`config.mk`:
```
export PLATFORM = sky130hd
export DESIGN_NAME = piso_shift
export DESIGN_NICKNAME = d
export VERILOG_FILES = /design/src/rtl/piso_shift.sv
export SDC_FILE = /design/constraint.sdc
export NUM_CORES = 1
export LEC_CHECK = 0
export BUFFER_PORTS_ARGS = -buffer_cell sky130_fd_sc_hd__buf_4
export CAP_MARGIN = 20
export CORE_AREA = 4 4 41 43
export CTS_CLUSTER_SIZE = 14
export DETAILED_ROUTE_END_ITERATION = 8
export DIE_AREA = 0 0 45 47
export PLACE_DENSITY = 0.57
export SYNTH_ARGS = -nofsm -noshare
export SYNTH_HDL_FRONTEND = slang
export SYNTH_SLANG_ARGS = --single-unit
```
`constraint.sdc`:
```
create_clock -name clk -period 2.9 [get_ports clk]
set_input_delay 0.145 -clock clk [delete_from_list [all_inputs] [get_ports clk]]
set_output_delay 0.145 -clock clk [all_outputs]
set_load 0.005 [all_outputs]
```
`src/rtl/piso_shift.sv`:
```
// piso_shift: parallel-in serial-out transmitter.
// Takes a WIDTH-bit word over a valid/ready handshake and emits it one bit per
// clock on q, framed by q_valid/q_last. A new word may be accepted during the
// last bit of the current one, so back-to-back words stream without a gap.
module piso_shift #(
    parameter int WIDTH     = 4,
    parameter bit MSB_FIRST = 1'b1
) (
    input  logic             clk,
    input  logic             rst,
    input  logic             load_valid,
    input  logic [WIDTH-1:0] din,
    output logic             load_ready,
    output logic             q,
    output logic             q_valid,
    output logic             q_last,
    output logic             busy
);

    localparam int CW = $clog2(WIDTH);
    localparam logic [CW-1:0] LAST_CNT = CW'(WIDTH - 1);

    typedef enum logic {
        IDLE  = 1'b0,
        SHIFT = 1'b1
    } state_t;

    state_t           state, state_next;
    logic [CW-1:0]    cnt, cnt_next;
    logic [WIDTH-1:0] shreg, shreg_next;
    logic             at_last;
    logic             accept;
    logic             out_bit;

    // Handshake and framing decode, all derived from the current registers.
    always_comb begin
        at_last    = (cnt == LAST_CNT);
        busy       = (state == SHIFT);
        load_ready = (state == IDLE) || (busy && at_last);
        accept     = load_valid && load_ready;
        out_bit    = MSB_FIRST ? shreg[WIDTH-1] : shreg[0];
        q          = busy && out_bit;
        q_valid    = busy;
        q_last     = busy && at_last;
    end

    // Next-state logic: load, shift toward the output end with zero fill, or reload on the last bit.
    always_comb begin
        state_next = state;
        cnt_next   = cnt;
        shreg_next = shreg;
        case (state)
            IDLE: begin
                if (accept) begin
                    shreg_next = din;
                    cnt_next   = '0;
                    state_next = SHIFT;
                end
            end
            SHIFT: begin
                if (!at_last) begin
                    shreg_next = MSB_FIRST ? (shreg << 1) : (shreg >> 1);
                    cnt_next   = cnt + 1'b1;
                end else if (accept) begin
                    shreg_next = din;
                    cnt_next   = '0;
                end else begin
                    shreg_next = '0;
                    cnt_next   = '0;
                    state_next = IDLE;
                end
            end
            default: begin
                shreg_next = '0;
                cnt_next   = '0;
                state_next = IDLE;
            end
        endcase
    end

    // State, counter and shift register; reset discards any word in flight.
    always_ff @(posedge clk) begin
        if (rst) begin
            state <= IDLE;
            cnt   <= '0;
            shreg <= '0;
        end else begin
            state <= state_next;
            cnt   <= cnt_next;
            shreg <= shreg_next;
        end
    end

endmodule

```
Word level (Yosys, flattened, before mapping)
Index checks and enable logic that the tools add are counted.
{"block": "totals", "output_inout_bits": 5, "regBits": 7, "latch_bits": 0, "elab_cells": 21, "ramBits": 0, "mem_count": 0, "mem_bits_ro": 0, "in_bits": 7}
{"block": "classes", "magnitude_cmp": 0, "n_mul": 0, "eq_ne": 2, "n_mux": 10, "n_reduce_logical": 4, "n_addsub": 1, "bitwise_logic": 1, "shifts": 0, "div": 0}
{"operator": "two-way mux 4 bit", "n": 3}
{"operator": "one-hot mux 4 bit (2 select lines)", "n": 1}
{"operator": "two-way mux 2 bit", "n": 2}
{"operator": "one-hot mux 2 bit (2 select lines)", "n": 1}
{"operator": "logical AND 1 bit", "n": 3}
{"operator": "adder 2 x 1 -> 2 bit, second input constant", "n": 1}
{"operator": "equality test 2 bit, second input constant", "n": 1}
{"operator": "two-way mux 1 bit", "n": 2}
{"operator": "!= test 2 bit, second input constant", "n": 1}
{"operator": "one-hot mux 1 bit (2 select lines)", "n": 1}
{"operator": "logical OR 1 bit", "n": 1}
{"operator": "NOT 1 bit", "n": 1}

Longest topological paths before layout
{"block": "depth", "depth_word": 7, "ltp_mapped": 4, "mapped_depth_nobuf": 4}

Worst setup path after synthesis
OpenSTA, ideal clock, no wires.
{"block": "synth_timing", "kind": "flip-flop to flip-flop", "startpoint": "register cnt[0]", "endpoint": "register shreg[1]", "required_ps": 2814, "setup_slack_ps": 1821, "stages_incl_launch_ff": 5, "setup_time_ps": 86, "arrival_time_ps": 994, "cell_sequence": "dfxtp_1 -> ha_1 -> nor2b_2 -> a32oi_1 -> a211oi_1"}
{"block": "synth_between", "elab_chain_len": 7, "word_cells_on_any_way": 8, "cone_classes": "2 x eq/ne; 3 x mux; 3 x reduce/logical"}
{"element": "from (decl)", "line_no": "29", "source": "logic [CW-1:0] cnt, cnt_next;"}
{"element": "from (signal assigned)", "line_no": "89", "source": "cnt <= cnt_next;"}
{"element": "equality test 2 bit (*)", "line_no": "37", "source": "at_last = (cnt == LAST_CNT);"}
{"element": "logical AND 1 bit", "line_no": "39", "source": "load_ready = (state == IDLE) || (busy && at_last);"}
{"element": "logical OR 1 bit", "line_no": "39"}
{"element": "logical AND 1 bit", "line_no": "40", "source": "accept = load_valid && load_ready;"}
{"element": "two-way mux 4 bit", "line_no": "64", "source": "end else if (accept) begin"}
{"element": "two-way mux 4 bit", "line_no": "61", "source": "if (!at_last) begin"}
{"element": "one-hot mux 4 bit (2 select lines)", "line_no": "52", "source": "case (state)"}
{"element": "to (signal assigned)", "line_no": "90", "source": "shreg <= shreg_next;"}
{"element": "to (decl)", "line_no": "30", "source": "logic [WIDTH-1:0] shreg, shreg_next;"}
Every way passes the cells marked *; elsewhere a longest branch is shown, timed or not.
A chain may end at the register's enable or synchronous reset.

Worst setup path in the final report
{"block": "layout_timing", "startpoint": "register state (netlist: busy)", "endpoint": "output load_ready"}
{"block": "layout_between", "elab_chain_len": 2, "word_cells_on_any_way": 3, "cone_classes": "1 x bitwise; 2 x reduce/logical"}
{"element": "from (decl)", "line_no": "28", "source": "state_t state, state_next;"}
{"element": "from (signal assigned)", "line_no": "88", "source": "state <= state_next;"}
{"element": "logical AND 1 bit or NOT 1 bit (tied branches)"}
{"element": "logical OR 1 bit (*)", "line_no": "39"}
{"element": "to (decl)", "line_no": "13", "source": "output logic load_ready,"}
Marked as above.

==> flow_metrics.tcl <==
set metrics [dict create \
    outcome "finished, final reports clean" \
    worst_setup_path_type "reg2out" \
    postCtsHoldBufs 0 \
    crit_path_max_fanout 15 \
    setup_viol_count_final 0 \
    seq_area_frac_synth_pct 38.0 \
    power.density_cell_area_nw_per_um2 495 \
    pwr-share-clk_pct 38.4 \
    drt_iter0_markers 6 \
    std_cell_rows 13 \
    post_route_clock_skew_ns 0.00254 \
    critical-path-slowest-cell "sky130_fd_sc_hd__dfxtp_1" \
    final_period_minus_worst_setup_slack_ns 1.55 \
    mostFrequentLayoutCell "sky130_fd_sc_hd__buf_4" \
    syn-cell-area_um2 369 \
    dr.pass1.iters 4 \
    nets 63 \
    postSynthNetCount 50 \
    avgRoutedWirePerCell_um 11.0 \
    grt_pass1_vias 318 \
    power_leakage_nw 0.219 \
    route.detailed.drc 0 \
    grt_max_degree 16 \
    track_usage_pct 9.34 \
    final_min_period_over_clock_period_pct 53.4 \
    root_buffer "sky130_fd_sc_hd__clkbuf_4" \
    p_switching_w 0.0000588 \
    drv.max_cap_violation_count 0 \
    globalRoute.totalOverflow 0 \
    yosysWarnings 0 \
    max_frequency_mhz 645 \
    ys_seq_elements 7 \
    gp_routability_congestion 0.695 \
    htree_num_levels 1 \
    postRouteWirelength_um 759 \
    clock_transition_at_the_registers_of_the_reported_paths_ns 0.06 \
    cp_data_arrival_time_ns 1.40 \
    max_slew.worst_pin.slew_ns 0.464 \
    grt_first_pass_wirelength_mm 1.35 \
    die_height_um 47 \
    crit_path_max_incr_delay_ns 0.60 \
    worst_ep_required_time_ns 2.76 \
    clkSinkCount 7 \
    routed-via-count 324 \
    drt-vias-per-instance 4.70 \
    clkLatencyLatePin_ns 0.25 \
    core-area_um2 1300 \
    number_of_gates_resized_after_cts 0 \
    setup.worst_path.end_class "output port" \
    fin_total_pwr_w 0.000234 \
    final_layout_size_suffix_gt1_share_pct 31.5 \
    timing.critical_path.cells "nor2b_2 -> inv_1 -> buf_4" \
    clock_tree_from_tritoncts "done" \
    normalized_max_slew_margin_pct 69.0 \
    syn_inst 42 \
    mostFrequentLayoutCells "sky130_fd_sc_hd__buf_4, sky130_fd_sc_hd__dfxtp_1, sky130_fd_sc_hd__nor2_1" \
    rsz0062_at_grt "no" \
    worst_ir_drop_vdd_v 0.000217 \
    timing.critical_path.from_type "flip-flop" \
    hold_class "in2reg" \
    cts_made_buffers 3 \
    antenna_violations_before_repair 0 \
    area_delta_synth_final_pct 28.1 \
    totalNegativeSetupSlack_ns 0 \
    insertedDiodeCount 0 \
    slew_viol_final 0 \
    power.share.combinational_pct 15.0 \
    postSynthAreaPerCell_um2 8.79 \
    area_of_the_die_um2 2120 \
    port_buffers 11 \
    synth.lib_cells_used.distinct 19 \
    netSwitchingFraction_pct 25.1 \
    share_seq_of_total_power_pct 46.6 \
    chipWidth_um 45 \
    detail-route-antenna-nets 0 \
    power.internal_w 0.000175 \
    fill_cells 139 \
    num_io_pins 12 \
    start_util_pct 28.4 \
    clock_path_buffers 2 \
    post-cts-setup-buffers 0 \
    final_hold_vio_count 0 \
]
## worst max-delay path: cells and delay by family, from the launching register on
family	cells	cell delay (ns)
flip-flops	1	0.60
buffers and inverters	2	0.20
AND/OR/NAND/NOR	1	0.35
## power groups by stage
stage	Clock [W]	Combinational, W	Sequential [W]
after floorplan	0	0.0000238	0.000108
after global placement	0	0.0000352	0.000111
after detailed placement	0	0.0000354	0.000111
after CTS	0.0000952	0.0000355	0.000109
after global routing	0.0000997	0.0000400	0.000111
final	0.0000899	0.0000351	0.000109
## layout make-up
class | count | area [µm²] | share of cell area, %
inverter | 4 | 15.0 | 3.17
sequential | 7 | 140 | 29.6
multi-input combinational | 28 | 190 | 40.2
tap | 15 | 18.8 | 3.97
timing repair buffer | 11 | 82.6 | 17.5
clock buffer | 4 | 26.3 | 5.56
## logic make-up after synthesis
logic type,Yosys count,synth area share (%)
multiplexers,2,5.42
adder cells (fa/ha/maj),1,3.39
flip-flops,7,38.0
buffers and inverters,7,10.5
AND/OR/NAND/NOR,14,19.3
AO/OA/AOI/OAI,11,23.4
## final timing paths
check | startpoint | to | slack (ns) | cells after the start
max | busy | load_ready | 1.35 | 3
min reg2reg | cnt[0] | cnt[0] | 0.56 | 2
max reg2reg | busy | shreg[2] | 1.56 | 3
min | rst | shreg[0] | 0.11 | 2
## flip-flops by register name (all words and copies together), names as in the netlist
signal  flops
cnt         2
shreg       4
busy        1
## stage by stage
stage	utilization [%]	hold WS, ns	cell area (µm²)	std cells	worst slack (ns)
floorplan	-	0.217	369	42	1.82
global placement	34.3	0.376	447	65	1.63
detailed placement	34.3	0.377	447	65	1.58
CTS	36.3	0.103	473	69	1.34
global route	36.3	0.106	473	69	1.21
finish	36.3	0.111	473	69	1.35
## cells in the mapped netlist, drive strengths merged
master / count / area share [%]
and2: 2 / 3.4
buf: 3 / 6.4
o21a: 1 / 2.0
mux2i: 2 / 5.4
a32oi: 3 / 7.1
a21o: 3 / 6.8
dfxtp: 7 / 38
nor3b: 1 / 2.0
ha: 1 / 3.4
a21oi: 1 / 1.4
nor2: 6 / 6.1
inv: 4 / 4.1
a211oi: 3 / 6.1
nand3: 1 / 1.4
nor2b: 1 / 2.4
nor3: 3 / 4.1
## routing by layer
| metal | up-vias | GRT usage [%] | part of all wire [%] |
|---|---|---|---|
| met5 | - | 0 | 0 |
| met1 | 142 | 11.9 | 50 |
| met3 | 2 | 3.83 | 6.1 |
| met2 | 8 | 11.6 | 43 |
| li1 | 172 | - | - |
| met4 | 0 | 8.77 | 1.3 |
Note: power is estimated with default switching activity, not from simulation.
